`config.mk`:
```
export PLATFORM = sky130hd
export DESIGN_NAME = imem_loader
export DESIGN_NICKNAME = d
export VERILOG_FILES = /design/src/rtl/imem_loader.sv
export SDC_FILE = /design/constraint.sdc
export NUM_CORES = 1
export LEC_CHECK = 0
export CORE_MARGIN = 10
export CORE_UTILIZATION = 30
export DETAILED_ROUTE_END_ITERATION = 12
export PLACE_DENSITY = 0.6
export SETUP_SLACK_MARGIN = 0.3
export SLEW_MARGIN = 20
export SYNTH_ARGS = -nofsm -noshare
export SYNTH_HDL_FRONTEND = slang
export SYNTH_SLANG_ARGS = --single-unit
```
`constraint.sdc`:
```
create_clock -name i_clk -period 3.38 [get_ports i_clk]
set_input_delay 0.338 -clock i_clk [delete_from_list [all_inputs] [get_ports i_clk]]
set_output_delay 0.338 -clock i_clk [all_outputs]
set_load 0.005 [all_outputs]
```
`src/rtl/imem_loader.sv`:
```
// rtl/imem_loader.sv - boot loader that fills instruction memory from a length-prefixed byte stream
// Holds the fetch path while a load runs and reports the loaded program size.
module imem_loader #(
  parameter int MAX_WORDS = 8192
) (
  input  logic        i_clk,
  input  logic        i_reset,
  input  logic        i_start,
  input  logic        i_in_valid,
  input  logic [7:0]  i_in_data,
  output logic        o_in_ready,
  output logic        o_imem_we,
  output logic [12:0] o_imem_addr,
  output logic [31:0] o_imem_wdata,
  output logic        o_cpu_hold,
  output logic        o_busy,
  output logic        o_done,
  output logic        o_err,
  output logic [13:0] o_prog_size
);

  typedef enum logic [2:0] {
    S_IDLE,
    S_LEN_HI,
    S_LEN_LO,
    S_BYTE,
    S_WRITE,
    S_DONE
  } state_t;

  state_t      r_state;
  state_t      w_next;
  logic [7:0]  r_len_hi;
  logic [13:0] r_count;
  logic [13:0] r_words;
  logic [1:0]  r_byte_cnt;
  logic [31:0] r_wdata;
  logic [12:0] r_addr;
  logic        r_err;
  logic [13:0] r_prog_size;

  logic        w_xfer;
  logic [15:0] w_count;
  logic        w_count_zero;
  logic        w_count_big;
  logic [13:0] w_words_inc;
  logic        w_last_word;

  assign w_xfer       = i_in_valid && o_in_ready;
  assign w_count      = {r_len_hi, i_in_data};
  assign w_count_zero = (w_count == 16'd0);
  assign w_count_big  = (32'(w_count) > MAX_WORDS);
  assign w_words_inc  = r_words + 14'd1;
  assign w_last_word  = (w_words_inc == r_count);

  assign o_imem_addr  = r_addr;
  assign o_imem_wdata = r_wdata;
  assign o_err        = r_err;
  assign o_prog_size  = r_prog_size;

  always_ff @(posedge i_clk or posedge i_reset) begin
    if (i_reset) begin
      r_state <= S_IDLE;
    end else begin
      r_state <= w_next;
    end
  end

  always_comb begin
    w_next     = r_state;
    o_in_ready = 1'b0;
    o_imem_we  = 1'b0;
    o_busy     = 1'b1;
    o_done     = 1'b0;
    case (r_state)
      S_IDLE: begin
        o_busy = 1'b0;
        if (i_start) w_next = S_LEN_HI;
      end
      S_LEN_HI: begin
        o_in_ready = 1'b1;
        if (w_xfer) w_next = S_LEN_LO;
      end
      S_LEN_LO: begin
        o_in_ready = 1'b1;
        if (w_xfer) begin
          if (w_count_zero || w_count_big) w_next = S_DONE;
          else                             w_next = S_BYTE;
        end
      end
      S_BYTE: begin
        o_in_ready = 1'b1;
        if (w_xfer && (r_byte_cnt == 2'd3)) w_next = S_WRITE;
      end
      S_WRITE: begin
        o_imem_we = 1'b1;
        w_next    = w_last_word ? S_DONE : S_BYTE;
      end
      S_DONE: begin
        o_busy = 1'b0;
        o_done = 1'b1;
        if (i_start) w_next = S_LEN_HI;
      end
      default: begin
        w_next = S_IDLE;
      end
    endcase
  end

  assign o_cpu_hold = o_busy;

  // prog_size is only touched on entry to DONE, so it stays stable during a new load
  always_ff @(posedge i_clk or posedge i_reset) begin
    if (i_reset) begin
      r_len_hi    <= 8'd0;
      r_count     <= 14'd0;
      r_words     <= 14'd0;
      r_byte_cnt  <= 2'd0;
      r_wdata     <= 32'd0;
      r_addr      <= 13'd0;
      r_err       <= 1'b0;
      r_prog_size <= 14'd0;
    end else begin
      case (r_state)
        S_IDLE, S_DONE: begin
          if (i_start) begin
            r_addr     <= 13'd0;
            r_words    <= 14'd0;
            r_byte_cnt <= 2'd0;
            r_err      <= 1'b0;
          end
        end
        S_LEN_HI: begin
          if (w_xfer) r_len_hi <= i_in_data;
        end
        S_LEN_LO: begin
          if (w_xfer) begin
            if (w_count_big) begin
              r_err       <= 1'b1;
              r_prog_size <= 14'd0;
            end else if (w_count_zero) begin
              r_prog_size <= 14'd0;
            end else begin
              r_count <= w_count[13:0];
            end
          end
        end
        S_BYTE: begin
          if (w_xfer) begin
            r_wdata    <= {r_wdata[23:0], i_in_data};
            r_byte_cnt <= r_byte_cnt + 2'd1;
          end
        end
        S_WRITE: begin
          r_words <= w_words_inc;
          if (w_last_word) r_prog_size <= w_words_inc;
          else             r_addr      <= r_addr + 13'd1;
        end
        default: begin
        end
      endcase
    end
  end

endmodule

```
==> key figures, run 1 <==
Run status
  • Outcome: complete, no violations

STA
  • Final worst path period share: between 80% and 90%
  • Clock Skews: 0.01452 ns
  • Slew Limit Fails: 0
  • Unrepaired setup endpoints after global routing: false
  • Tmin final: about 2.8 ns
  • Min Hold Slack: 0.4228 ns
  • # setup viols final: 0
  • Worst-Margin Slew: 0.6263 ns
  • Setup TNS: 0 ns
  • Rel. slew slack: between 50 and 60%
  • Max frequency: ~0.36 GHz
  • Final Hold Viols: 0

Place
  • IO Port Bufs: 76
  • Detail Placement HPWL: 8.825 mm
  • Routability cong.: between 0.8 and 0.9

Floorplanning
  • Initial Util: around 30%
  • Ports: 77
  • Core ar.: between 15,000 and 20,000 um2
  • Chip width: around 150 um
  • Site row count: 47
  • Die area: 22,920 um2
  • Die height: between 150 and 200 um

GRT
  • Initial antenna violation count: 0
  • Global-route usage over all layers: ~11%
  • Largest net degree at the start of global routing: 55
  • Remaining Overflow, GRT: 0
  • First-pass GRT wire length: 20.51 mm
  • Vias in the first global route: approximately 3,800

Synthesis
  • Most instantiated cells after synthesis: 101 x dfrtp_1, 58 x mux2_2, 31 x nor2_1
  • Total nets after synthesis: a little under 500
  • Top cell type's share of synthesized area: about half
  • Number of library cell types mapped by synthesis: 57
  • Synthesized flop and latch total: 101
  • Async S/R FF share, synth: 100.0%
  • Ys Warns: 0
  • Synth Instances: roughly 470
  • Post-synth top area cell: dfrtp_1
  • Post-Synth XOR/XNOR Area: around 4.7%
  • Sequential area share after synthesis: 48.80%
  • Main combinational cell family by area after synthesis: simple AND/OR/NAND/NOR gates
  • Count leader, synth: dfrtp_1
  • Ys flop type: dfrtp_1
  • Post-synthesis compound-gate area fraction: about 9.1%
  • Mux cell area share after synthesis: 15.70%
  • Number of synthesized flops with an enable pin: 0
  • Synthesized area: slightly above 5000 um2
  • Mapped Avg Cell Area: ~11 um2
  • Simple-gate share of the synthesized area: 16.98%
  • Synth area leaders: dfrtp_1 49%, mux2_2 13%, xnor2_1 3.0%, o21ai_0 2.6%, nor2_1 2.2%
  • Synth Area in Adders: less than 1%

Critical path
  • Worst R2R Path Depth: 9
  • Critical-path top delay cell: nor4_4
  • Critical Path, Cell by Cell: ha_1 -> nand3_2 -> nor4_4 -> nor3b_1 -> nor4b_4 -> nand4_4 -> buf_4 -> and3_1 -> a31o_2
  • Crit path buf inv count: 1
  • CP Data Arrival Time: 3.06 ns
  • Worst EP required: 3.63 ns
  • Critical Path End Type: flip-flop
  • Levels on crit path: 9
  • Worst Path Max Fanout: 22
  • Critical path's largest stage delay: roughly 0.46 ns
  • Crit path max-delay family: simple AND/OR/NAND/NOR gates
  • Startpoint types: flip-flop
  • WS Path Type: reg -> reg

Route
  • Initial drt markers: ~210
  • DR vias/cell: ~4.9
  • Post-route DRC: 0
  • Vias post-DR: 3,740
  • Total Routed Length: between 10 and 15 mm
  • First-pass DRT Iterations: 4
  • Antenna-violating nets left: 0
  • Drt wl/cell: 16.21 um

Clock network
  • Reg clk slew, reported paths: 0.08 ns
  • Hold Buf Count CTS: 0
  • H-tree Lvls: 3
  • CTS tree: done
  • Post-cts repair resize count: 0
  • TritonCTS Buffers: 9
  • Clk sinks: 101
  • Root buf cell: clkbuf_16
  • Clock Latency Late Sink: between 0.3 and 0.4 ns
  • Setup bufs post-CTS: 0
  • CTS max path bufs: 2

Cells and area
  • Area delta synth->final: 24.55%
  • # diodes: 0
  • Fillers: roughly 1,700
  • Layout cells sized above 1: between 10% and 20%
  • Nets@finish: between 500 and 600

Power and ir drop
  • Maximum vdd drop: ~0.34 mV
  • P_leak: roughly 2.8 nW
  • Pwr/cell area: 789.4 nW/um2

Min path
  • Hold Crit Class: in -> async

Flow run
  • Max-cap violations: 0
[metrics by stage]
stage / instance area (um2) / setup slack [ns] / total power, mW / utilization, % / cells
global route: 6450 / 0.3345 / 5.451 / 38.48 / 759
finish: 6450 / 0.5705 / 5.091 / 38.48 / 759
CTS: 6450 / 0.5562 / 5.181 / 38.48 / 759
global placement: 6138 / 0.6211 / 3.980 / 36.63 / 743
detailed placement: 6138 / 0.5736 / 4.056 / 36.63 / 743
floorplan: 5179 / 0.3949 / 3.190 / - / 467
[path summary, 6_finish.rpt]
check / startpoint / to / slack (ns)
setup / recovery: r_words[0] / o_prog_size[13] / 0.57
min in group i_clk: o_err / o_err / 0.48
setup reg to reg: r_words[0] / o_prog_size[13] / 0.57
max in group asynchronous: i_reset / r_count[11] / 2.23
hold reg to reg: o_err / o_err / 0.48
hold / removal: i_reset / o_imem_wdata[4] / 0.42
[power breakdown]
part | internal [mW] | leakage, nW | total (mW) | switching (mW)
registers | 1.65 | 1.29 | 2.12 | 0.467
logic | 1.14 | 1.36 | 1.87 | 0.735
clock network | 0.595 | 0.156 | 1.10 | 0.507
total | 3.38 | 2.81 | 5.09 | 1.71
[logic make-up (layout without fill, tap and decap cells)]
| logic type | count (synthesis) | after routing |
|---|---|---|
| compound gates | 74 | 74 |
| xor+xnor | 26 | 26 |
| fa+ha+maj | 3 | 3 |
| buf+inv | 43 | 115 |
| flops | 101 | 101 |
| mux | 73 | 73 |
| simple gates | 147 | 147 |
[per-layer routing]
layer	track usage (%)	routed length [um]
met3	3.013	759
met2	18.44	5974
met4	4.475	214
met5	0	0
met1	13.83	5355
[registers in the layout (all words and copies together) (netlist names), 2 cells and up]
signal,cells
o_imem_addr,13
o_imem_wdata,32
r_state,3
r_count,14
r_words,14
o_prog_size,14
r_byte_cnt,2
r_len_hi,8
[placed cells by master, fill, tap and decap left out, types with 11 or more instances in the layout]
| cell | n |
|---|---|
| a21oi_1 | 15 |
| inv_1 | 14 |
| clkdlybuf4s50_1 | 76 |
| and3_1 | 18 |
| nand2_1 | 30 |
| nor2_1 | 31 |
| mux2_2 | 58 |
| dfrtp_1 | 101 |
| nor3_1 | 11 |
| xnor2_1 | 18 |
| o21ai_0 | 27 |
[worst register-to-register path: stages (launching register included)]
cell and delay, ns:
dfrtp_1 0.45, ha_1 0.29, nand3_2 0.21, nor4_4 0.46, nor3b_1 0.14, nor4b_4 0.37, nand4_4 0.16, buf_4 0.24
and3_1 0.18, a31o_2 0.20
[layout make-up]
cell class	instances	area [um2]	share of cell area, %
Tap cell	220	275.3	4.268
Multi-Input combinational cell	323	2444	37.89
Timing Repair Buffer	84	833.3	12.92
Clock buffer	9	225.2	3.492
Clock inverter	7	86.33	1.339
Inverter	15	58.81	0.9117
Sequential cell	101	2527	39.19
Note: power is estimated with default switching activity, not from simulation.
==> run 2: changes to the inputs <==
Settings changed: PLACE_DENSITY 0.6 to 0.62.
Clock period 3.38 ns to 2.3 ns, I/O delays scaled along.
==> run 2 against run 1 <==
  * The run now ends with negative setup slack left
  * Final area rose by 11%
  * Hold slack lost 0.12 ns
  * Utilization rose by 4.1 points
  * Largest power group is now combinational logic
  * Largest cell class is now multi-input gates
  * Highest routed layer unchanged
==> key figures, run 2 (synthesis gave the netlist of run 1 again) <==
Clock network
  • Clock Latency Late Sink: between 0.3 and 0.4 ns
  • CTS tree: done
  • Hold Buf Count CTS: 0
  • Reg clk slew, reported paths: ~0.07 ns
  • Clk sinks: ~100
  • TritonCTS Buffers: 9
  • CTS max path bufs: 2
  • H-tree Lvls: 3
  • Root buf cell: clkbuf_16

STA
  • Slew Limit Fails: 0
  • Unrepaired setup endpoints after global routing: true
  • Tmin final: between 2 and 3 ns
  • Max frequency: around 0.4 GHz
  • Min Hold Slack: between 0.3 and 0.4 ns
  • Setup TNS: -4.510 ns
  • Fin worst setup slack: -0.2038 ns
  • # setup viols final: 28
  • Final Hold Viols: 0
  • Clock Skews: 0.007980 ns
  • Worst-Margin Slew: between 0.6 and 0.7 ns
  • Final worst path period share: 108.9%
  • Rel. slew slack: 58.01%

Power and ir drop
  • Final Total Pwr: 7.926 mW
  • Pwr/cell area: about 1100 nW/um2
  • Maximum vdd drop: 0.6300 mV
  • P_leak: 3.152 nW

Cells and area
  • Leading cell type in the layout, fill and taps excluded: dfrtp_1
  • Layout cells sized above 1: between 30% and 40%
  • Area delta synth->final: 37.93%
  • Commonest cells after routing, fill and taps aside: 97 x dfrtp_1, 74 x clkdlybuf4s50_1, 65 x buf_4, 40 x mux2_2, 31 x nor2_1
  • # diodes: 0
  • Number of flip-flops in the largest register: 32
  • Nets@finish: 612

Route
  • DR vias/cell: between 4 and 5
  • Total Routed Length: 13.41 mm
  • Drt wl/cell: 16.31 um
  • First-pass DRT Iterations: 4
  • Antenna-violating nets left: 0
  • Initial drt markers: 202
  • Post-route DRC: 0
  • Vias post-DR: 4,036

Run status
  • Failing checks: negative setup slack
  • Outcome: finished with violations

Place
  • Routability cong.: approximately 0.87
  • Detail Placement HPWL: roughly 10 mm
  • Dpl ws: -0.2057 ns
  • IO Port Bufs: 76

GRT
  • Initial antenna violation count: 0
  • Remaining Overflow, GRT: 0
  • Global-route usage over all layers: about an eighth
  • Largest net degree at the start of global routing: 37
  • First-pass GRT wire length: roughly 22 mm
  • Vias in the first global route: 4,127

Floorplanning
  • Die height: about 150 um
  • Chip width: 151.4 um
  • Ports: a little under 80
  • Die area: between 20,000 and 25,000 um2
  • Initial Util: a little over 30%
  • Site row count: 47
  • Core ar.: 16,760 um2

Critical path
  • Startpoint types: flip-flop
  • CP Data Arrival Time: 2.75 ns
  • Worst Path Max Fanout: 23
  • Worst R2R Path Depth: 9
  • Reg-to-Reg End: o_prog_size[13]
  • Worst EP required: ~2.6 ns
  • Critical R2R Launch: r_words[1]
  • WS Path Type: reg -> reg
  • Reg2Reg Setup Slack: -0.20 ns
  • Critical Path End Type: flip-flop

Min path
  • Hold Crit Class: in -> async

Flow run
  • Max-cap violations: 0
## run 2: changes by cell type in the layout (fill, tap and decap cells not counted), sizes merged
cell | previous run | this run
bufinv | 1 | 0
clkinvlp | 0 | 2
dlygate4sd2 | 0 | 2
inv | 20 | 18
clkbuf | 9 | 10
buf | 8 | 71
clkdlybuf4s50 | 76 | 74
## run 2: power by group
| part | switching, mW | internal, mW | total (mW) |
|---|---|---|---|
| Combinational | 1.35 | 2.03 | 3.38 |
| Clock | 0.745 | 0.768 | 1.51 |
| Sequential | 0.605 | 2.43 | 3.03 |
## run 2: metrics by stage
stage          cells  util [%]  cell area, um2
3_3_place_gp     801     39.77            6665
4_1_cts          819     41.83            7010
5_1_grt          822     42.62            7143
3_5_place_dp     801     39.77            6665
6_report         822     42.62            7143
2_1_floorplan    467         -            5249
## run 2: repair_timing
action | in CTS | in global routing
endpoints found under the setup margin | 45 | 44
endpoints found under the hold margin | 0 | 0
resized for setup | 11 | 32
buffers inserted | 2 | 2
pin swaps | 2 | 3
cloned | 0 | 1
## run 2: area by class of cell
type	instances	area, um2
Multi-Input combinational cell	323	2639
Clock buffer	10	229.0
Clock inverter	6	63.81
Timing Repair Buffer	147	1344
Sequential cell	101	2532
Fill cell	1576	9617
Tap cell	220	275.3
Inverter	15	60.06
## run 2: critical path, stage by stage (launching register included)
cell,delay (ns)
dfrtp_1,0.44
ha_4,0.21
xnor2_2,0.15
and2_0,0.14
a2111o_1,0.42
nor4_4,0.27
nand4_4,0.21
buf_8,0.21
and3_1,0.15
a31o_2,0.20
## run 2: routing by layer
layer	global-route usage, %	wire length (um)
met3	3.729	736
met1	14.49	5894
met4	3.128	67
met2	19.76	6708
met5	0	0
## run 2: worst max path at each step
stage | slack [ns] | startpoint | end
2_1_floorplan | -0.07 | r_words[0] | o_prog_size[0]
3_3_place_gp | -0.24 | i_in_data[0] | o_prog_size[10]
3_5_place_dp | -0.21 | r_words[1] | o_prog_size[10]
4_1_cts | -0.18 | r_words[1] | o_prog_size[1]
5_1_grt | -0.27 | r_words[1] | o_prog_size[1]
6_report | -0.20 | r_words[1] | o_prog_size[13]
==> run 3: changes to the inputs <==
--- a/constraint.sdc
+++ b/constraint.sdc
@@ -3,2 +3,2 @@
 set_output_delay 0.23 -clock i_clk [all_outputs]
-set_load 0.005 [all_outputs]
+set_load 0.1 [all_outputs]
==> run 3 against run 2 <==
  * The flow still finishes with violations (negative setup slack)
  * First-iteration DRC count down 3.5%
  * Count of clock-buffer cells in the layout down 1
  * Combinational power rose by 83%
  * Via count shrank 0.47%
  * Total power rose by 36%
  * Sequential share of layout area rose by 0.064 points
  * Largest cell class unchanged
  * Maximum frequency rose by 1.7%
  * Worst setup slack better by 0.042 ns
  * Non-clock buffer count is 11 higher
==> key figures, run 3 (synthesis gave the netlist of run 1 again) <==
Critical path
  • Critical R2R Launch: r_words[1]
  • CP Data Arrival Time: between 2 and 3 ns
  • Critical Path End Type: flip-flop
  • Startpoint types: flip-flop
  • Crit. Startpoint: r_words[1]
  • Worst Path Max Fanout: 7
  • Worst EP required: between 2 and 3 ns
  • WS Path Type: reg -> reg

STA
  • Slew Limit Fails: 0
  • Tmin final: about 2.5 ns
  • # setup viols final: 27
  • Unrepaired setup endpoints after global routing: true
  • Max frequency: ~0.41 GHz
  • Clock Skews: 0.01194 ns
  • Final Hold Viols: 0
  • Final worst path period share: 107.0%
  • Worst-Margin Slew: between 0.5 and 0.6 ns
  • Fin worst setup slack: -0.1617 ns
  • Rel. slew slack: about three fifths
  • Min Hold Slack: approximately 0.20 ns

Power and ir drop
  • P_leak: ~3.3 nW
  • Pwr/cell area: between 1500 and 2000 nW/um2
  • Maximum vdd drop: ~1.4 mV

Cells and area
  • Leading cell type in the layout, fill and taps excluded: buf_4
  • Number of flip-flops in the largest register: 32
  • # diodes: 0
  • Layout cells sized above 1: between 40% and 50%
  • Final instance area: just over 7000 um2
  • Fillers: about 1,600
  • Commonest cells after routing, fill and taps aside: 137 x buf_4, 93 x dfrtp_1, 40 x mux2_2, 30 x nor2_1, 29 x nand2_1
  • Nets@finish: 624
  • Area delta synth->final: 37.96%

Clock network
  • Clock Latency Late Sink: around 0.37 ns
  • Hold Buf Count CTS: 0
  • H-tree Lvls: 3
  • CTS max path bufs: 2
  • Clk sinks: roughly 100
  • Reg clk slew, reported paths: 0.08 ns
  • Root buf cell: clkbuf_16
  • CTS tree: done
  • TritonCTS Buffers: 9

Floorplanning
  • Core ar.: 16,760 um2
  • Die height: approximately 150 um
  • Chip width: ~150 um
  • Initial Util: a little under a third
  • Ports: 77
  • Die area: 22,920 um2
  • Site row count: 47

Place
  • DP Area: around 6500 um2
  • Detail Placement HPWL: between 10 and 15 mm
  • Dpl ws: -0.2587 ns
  • Routability cong.: about 0.84
  • IO Port Bufs: 76

Route
  • Drt wl/cell: roughly 17 um
  • Vias post-DR: between 4,000 and 5,000
  • Initial drt markers: between 150 and 200
  • Post-route DRC: 0
  • First-pass DRT Iterations: 4
  • Total Routed Length: 13.87 mm
  • DR vias/cell: around 4.8
  • Antenna-violating nets left: 0

GRT
  • Vias in the first global route: between 4,000 and 5,000
  • Initial antenna violation count: 0
  • Global-route usage over all layers: 12.50%
  • Remaining Overflow, GRT: 0
  • First-pass GRT wire length: 22.76 mm
  • Largest net degree at the start of global routing: 37

Run status
  • Outcome: finished with violations
  • Failing checks: negative setup slack

Flow run
  • Max-cap violations: 0

Min path
  • Hold Crit Class: in -> async
## run 3: through the flow
step,cells,utilization (%),power [mW],setup TNS (ns)
after floorplan,467,-,7.535,-0.5530
after global placement,804,38.98,8.948,-5.592
after detailed placement,804,38.98,9.049,-6.277
after CTS,828,41.80,10.73,-3.477
after global routing,834,42.63,11.33,-5.208
final,834,42.63,10.81,-3.009
## run 3: power by group
part	total [mW]	switching, mW	internal [mW]	leakage [nW]
Clock	1.55	0.775	0.775	0.150
Sequential	3.06	0.627	2.43	1.28
Combinational	6.20	4.20	2.00	1.90
## run 3: timing repair
action	in CTS	in global routing
endpoints found under the setup margin	44	44
setup buffers	6	6
gates resized for setup	27	25
gates cloned	2	0
pin swaps	3	4
## run 3: worst max-delay path, stage by stage, from the launching register on
cell and delay (ns):
dfrtp_2 0.43, ha_4 0.25, xnor2_2 0.15, o211ai_1 0.11, a2111o_1 0.39, nor4_4 0.25, nand4_4 0.18, buf_6 0.17
nand2_8 0.11, mux2_4 0.31
## run 3: metal layers
metal | wire (um) | up-vias | global-route usage [%]
met1 | 6281 | 2005 | 15.68
li1 | - | 1942 | -
met5 | 0 | - | 0
met4 | 208 | 0 | 4.764
met2 | 6828 | 55 | 20.61
met3 | 553 | 15 | 2.625
## run 3: worst paths after layout
kind / endpoint / slack [ns] / cells past startpoint
max in group asynchronous: o_imem_wdata[15] / 1.38 / 3
max: o_prog_size[2] / -0.16 / 9
min reg2reg: o_err / 0.49 / 2
min: o_imem_addr[8] / 0.20 / 2
min in group i_clk: o_err / 0.49 / 2
max reg2reg: o_prog_size[2] / -0.16 / 9
## run 3: final cells by class
| type | count | area, um2 | area share (%) |
|---|---|---|---|
| well taps | 220 | 275.3 | 3.853 |
| flip-flops and latches | 101 | 2537 | 35.52 |
| inverters | 15 | 67.56 | 0.9457 |
| repair buffers | 158 | 1281 | 17.93 |
| clock buffers | 9 | 225.2 | 3.152 |
| clock inverters | 7 | 75.07 | 1.051 |
| multi-input cells | 324 | 2683 | 37.55 |
==> RTL change 1: new RTL, config.mk and constraints of run 3 <==
The 6 states of `state_t` get a one-hot encoding in 6 bits.
--- a/src/rtl/imem_loader.sv
+++ b/src/rtl/imem_loader.sv
@@ -19,13 +19,13 @@
   output logic [13:0] o_prog_size
 );
 
-  typedef enum logic [2:0] {
-    S_IDLE,
-    S_LEN_HI,
-    S_LEN_LO,
-    S_BYTE,
-    S_WRITE,
-    S_DONE
+  typedef enum logic [5:0] {
+    S_IDLE   = 6'b000001,
+    S_LEN_HI = 6'b000010,
+    S_LEN_LO = 6'b000100,
+    S_BYTE   = 6'b001000,
+    S_WRITE  = 6'b010000,
+    S_DONE   = 6'b100000
   } state_t;
 
   state_t      r_state;
Function: same outputs for any inputs over 10 cycles, from zero or initial values and one cycle with i_reset high; not proved beyond that.
==> RTL change 1 against run 3 <==
The run still ends with setup timing left. Count of clock-buffer cells in the layout stayed put. Sequential cell count increased by 3. Design area increased by 6.3%. Synthesized area up 1.7%. Setup slack got worse by 0.29 ns. Largest cell class unchanged. Wire length grew 16%. Core utilization increased by 1.4 points. Critical path type unchanged. Final cell count grew 11%. Critical endpoint is now o_prog_size[8].
Power is not compared: it rests on default switching activity, and its combinational part moved more than twofold at a synthesized area within 25%.
==> RTL change 1: results <==
<?xml version="1.0" encoding="UTF-8"?>
<metrics>
  <group name="final_layout">
    <metric name="finalCoreUtilization" unit="%">44.0</metric>
    <metric name="layout.filler_cells" unit="">1645</metric>
    <metric name="final_net_count" unit="">710</metric>
    <metric name="final_layout_size_suffix_gt1_share" unit="%">38.6</metric>
    <metric name="final-instance-count-excl-fill" unit="">925</metric>
  </group>
  <group name="global_routing">
    <metric name="via_count_of_the_first_global_routing_pass" unit="">4854</metric>
    <metric name="maximum_number_of_pins_on_one_net_before_global_route_repair" unit="">53</metric>
    <metric name="met3_usage" unit="%">5.45</metric>
    <metric name="grt_use_met2" unit="%">20.9</metric>
    <metric name="global_route.usage.met1" unit="%">16.1</metric>
    <metric name="grt_usage" unit="%">13.3</metric>
    <metric name="grt_pass1_wl" unit="um">25600</metric>
  </group>
  <group name="drt">
    <metric name="dr_wl_met3" unit="um">1280</metric>
    <metric name="drt_iter0_drc" unit="">278</metric>
    <metric name="wl_met1" unit="um">7060</metric>
    <metric name="met2RoutedLength" unit="um">7370</metric>
    <metric name="route.final.wire_length" unit="um">16000</metric>
    <metric name="vias_after_detailed_routing" unit="">4664</metric>
  </group>
  <group name="timing">
    <metric name="setup_viol_count_final" unit="">29</metric>
    <metric name="tns" unit="ns">-10.52</metric>
    <metric name="timing_worst_slew_pin_value" unit="ns">0.623</metric>
    <metric name="hold-worst-slack" unit="ns">0.291</metric>
    <metric name="final.setup.worst_slack" unit="ns">-0.453</metric>
    <metric name="timing.clock.skew" unit="ns">0.00873</metric>
  </group>
  <group name="logic_synthesis">
    <metric name="syn_avg_cell_area" unit="um^2">9.83</metric>
    <metric name="ys_seq_area_share" unit="%">49.4</metric>
    <metric name="postSynthNetCount" unit="">551</metric>
    <metric name="synth_cell_type_count" unit="">61</metric>
  </group>
  <group name="setup_path">
    <metric name="timing.critical_path.slowest_cell_delay" unit="ns">0.53</metric>
    <metric name="critical-path-slowest-cell" unit="">sky130_fd_sc_hd__or4_4</metric>
    <metric name="worstPathMaxFanout" unit="">12</metric>
    <metric name="r2r_start" unit="">r_words[0]</metric>
    <metric name="critical_path.startpoint" unit="">r_words[0]</metric>
    <metric name="cp.arrival" unit="ns">2.99</metric>
    <metric name="critical_path.endpoint" unit="">o_prog_size[8]</metric>
  </group>
  <group name="placed_design">
    <metric name="globalplace.congestion" unit="">0.910</metric>
    <metric name="dp.final_hpwl" unit="um">11400</metric>
    <metric name="placed_instance_area" unit="um^2">6870</metric>
    <metric name="pre_cts_slack" unit="ns">-0.654</metric>
    <metric name="place_inst" unit="">888</metric>
  </group>
  <group name="outcome">
    <metric name="result_of_the_run" unit="">finished with violations</metric>
    <metric name="failed_checks" unit="">setup timing</metric>
  </group>
</metrics>
==> RTL change 1: cell type report <==
class                           instances  area share (%)
Clock inverter                          7            1.02
Multi-Input combinational cell        384            36.4
Inverter                               13           0.692
Timing Repair Buffer                  183            20.9
Sequential cell                       104            34.3
Tap cell                              225            3.71
Clock buffer                            9            2.97
==> RTL change 1: kinds of logic (layout without fill, tap and decap cells) <==
logic type               Yosys count  in the layout  synth area share (%)
AND/OR/NAND/NOR                  216            216                  19.9
flip-flops                       104            104                  49.4
AO/OA/AOI/OAI                     97             97                  12.6
buffers and inverters             48            212                  4.01
multiplexers                      44             44                  9.36
XOR/XNOR                          24             24                  3.99
adder cells (fa/ha/maj)            3              3                 0.713
==> RTL change 1: repair_timing <==
action / CTS / global route
gates resized for setup: 32 / 18
pin swaps: 17 / 6
buffers inserted: 6 / 10
setup endpoints to repair: 49 / 56
gates cloned: 2 / 3
==> RTL change 1: report_power, final <==
part           internal (uW)  switching (uW)  total [uW]
clock                    859             741        1600
sequential              2100             314        2420
combinational            862            1600        2460
==> RTL change 2: new RTL, config.mk and constraints of run 3 <==
Made on the original files. `MAX_WORDS`: 8192 -> 4096.
--- a/src/rtl/imem_loader.sv
+++ b/src/rtl/imem_loader.sv
@@ -1,7 +1,7 @@
 // rtl/imem_loader.sv - boot loader that fills instruction memory from a length-prefixed byte stream
 // Holds the fetch path while a load runs and reports the loaded program size.
 module imem_loader #(
-  parameter int MAX_WORDS = 8192
+  parameter int MAX_WORDS = 4096
 ) (
   input  logic        i_clk,
   input  logic        i_reset,
Check against the original RTL: not equivalent (Yosys sat finds a counterexample within 4 cycles, from zero or initial values and one cycle with i_reset high).
==> RTL change 2 against run 3 <==
The run still ends with setup timing left. Highest routed layer unchanged. Total power fell by 11%. Setup slack got worse by 0.12 ns. Largest power group unchanged. Maximum frequency shrank 4.5%. Sequential cell count unchanged. Design area grew 2.9%. Synthesized area down 2.1%. Global-route usage grew 0.49 points. Wire length rose by 4.7%.
==> RTL change 2: results <==
<?xml version="1.0" encoding="UTF-8"?>
<metrics>
  <group name="outcome">
    <metric name="result_of_the_run" unit="">finished with violations</metric>
    <metric name="failed_checks" unit="">setup timing</metric>
  </group>
  <group name="setup_path">
    <metric name="cp.arrival" unit="ns">2.82</metric>
  </group>
  <group name="logic_synthesis">
    <metric name="post_synth_fa_ha_maj_area_fraction" unit="%">0.938</metric>
    <metric name="postSynthNetCount" unit="">467</metric>
    <metric name="post_synth_xor_area_fraction" unit="%">3.97</metric>
    <metric name="muxShareOfSynthArea" unit="%">12.6</metric>
    <metric name="yosys-top-cells-count" unit="">101 x sky130_fd_sc_hd__dfrtp_1, 56 x sky130_fd_sc_hd__mux2_2, 27 x sky130_fd_sc_hd__nand2_1, 27 x sky130_fd_sc_hd__o21ai_0, 21 x sky130_fd_sc_hd__nor2_1</metric>
    <metric name="syn_avg_cell_area" unit="um^2">11.2</metric>
  </group>
  <group name="timing">
    <metric name="final.setup.worst_slack" unit="ns">-0.278</metric>
    <metric name="setup_viol_count_final" unit="">29</metric>
  </group>
  <group name="final_layout">
    <metric name="final_layout_size_suffix_gt1_share" unit="%">50.2</metric>
    <metric name="layout.non_clock_buffers" unit="">182</metric>
    <metric name="finalCoreUtilization" unit="%">44.3</metric>
    <metric name="bufAreaShareNonClock" unit="%">21.1</metric>
    <metric name="final_net_count" unit="">630</metric>
    <metric name="layout_multi_input_combinational_cell_count" unit="">311</metric>
    <metric name="area_used_by_multi_input_combinational_logic" unit="um^2">2650</metric>
    <metric name="layout.filler_cells" unit="">1583</metric>
  </group>
  <group name="drt">
    <metric name="met2RoutedLength" unit="um">6910</metric>
    <metric name="dr_wl_met3" unit="um">1020</metric>
    <metric name="wl_met1" unit="um">6390</metric>
  </group>
  <group name="power_and_ir_drop">
    <metric name="power_frac_clock" unit="%">15.9</metric>
    <metric name="cellLeakagePower" unit="uW">0.00334</metric>
  </group>
  <group name="placed_design">
    <metric name="pre_cts_slack" unit="ns">-0.486</metric>
  </group>
  <group name="clock_network">
    <metric name="cts_resized" unit="">31</metric>
  </group>
  <group name="global_routing">
    <metric name="grt_usage" unit="%">13.0</metric>
    <metric name="global_route.usage.met1" unit="%">16.8</metric>
    <metric name="grt_pass1_wl" unit="um">23100</metric>
  </group>
</metrics>
-- RTL change 2: cell families (layout without fill, tap and decap cells) --
| family | count (synthesis) | count (layout) |
|---|---|---|
| buf+inv | 41 | 208 |
| compound gates | 97 | 97 |
| flops | 101 | 101 |
| fa+ha+maj | 4 | 4 |
| xor+xnor | 23 | 23 |
| simple gates | 129 | 130 |
| mux | 57 | 57 |
-- RTL change 2: worst register-to-register path: stages (launching register included) --
cell                       delay [ns]
sky130_fd_sc_hd__dfrtp_1         0.39
sky130_fd_sc_hd__ha_4            0.19
sky130_fd_sc_hd__nand4_1         0.14
sky130_fd_sc_hd__or3_4           0.43
sky130_fd_sc_hd__o221ai_2        0.15
sky130_fd_sc_hd__a2111o_1        0.22
sky130_fd_sc_hd__nor4_4          0.05
sky130_fd_sc_hd__buf_6           0.15
sky130_fd_sc_hd__buf_6           0.12
sky130_fd_sc_hd__nor2_4          0.29
sky130_fd_sc_hd__mux2_4          0.33
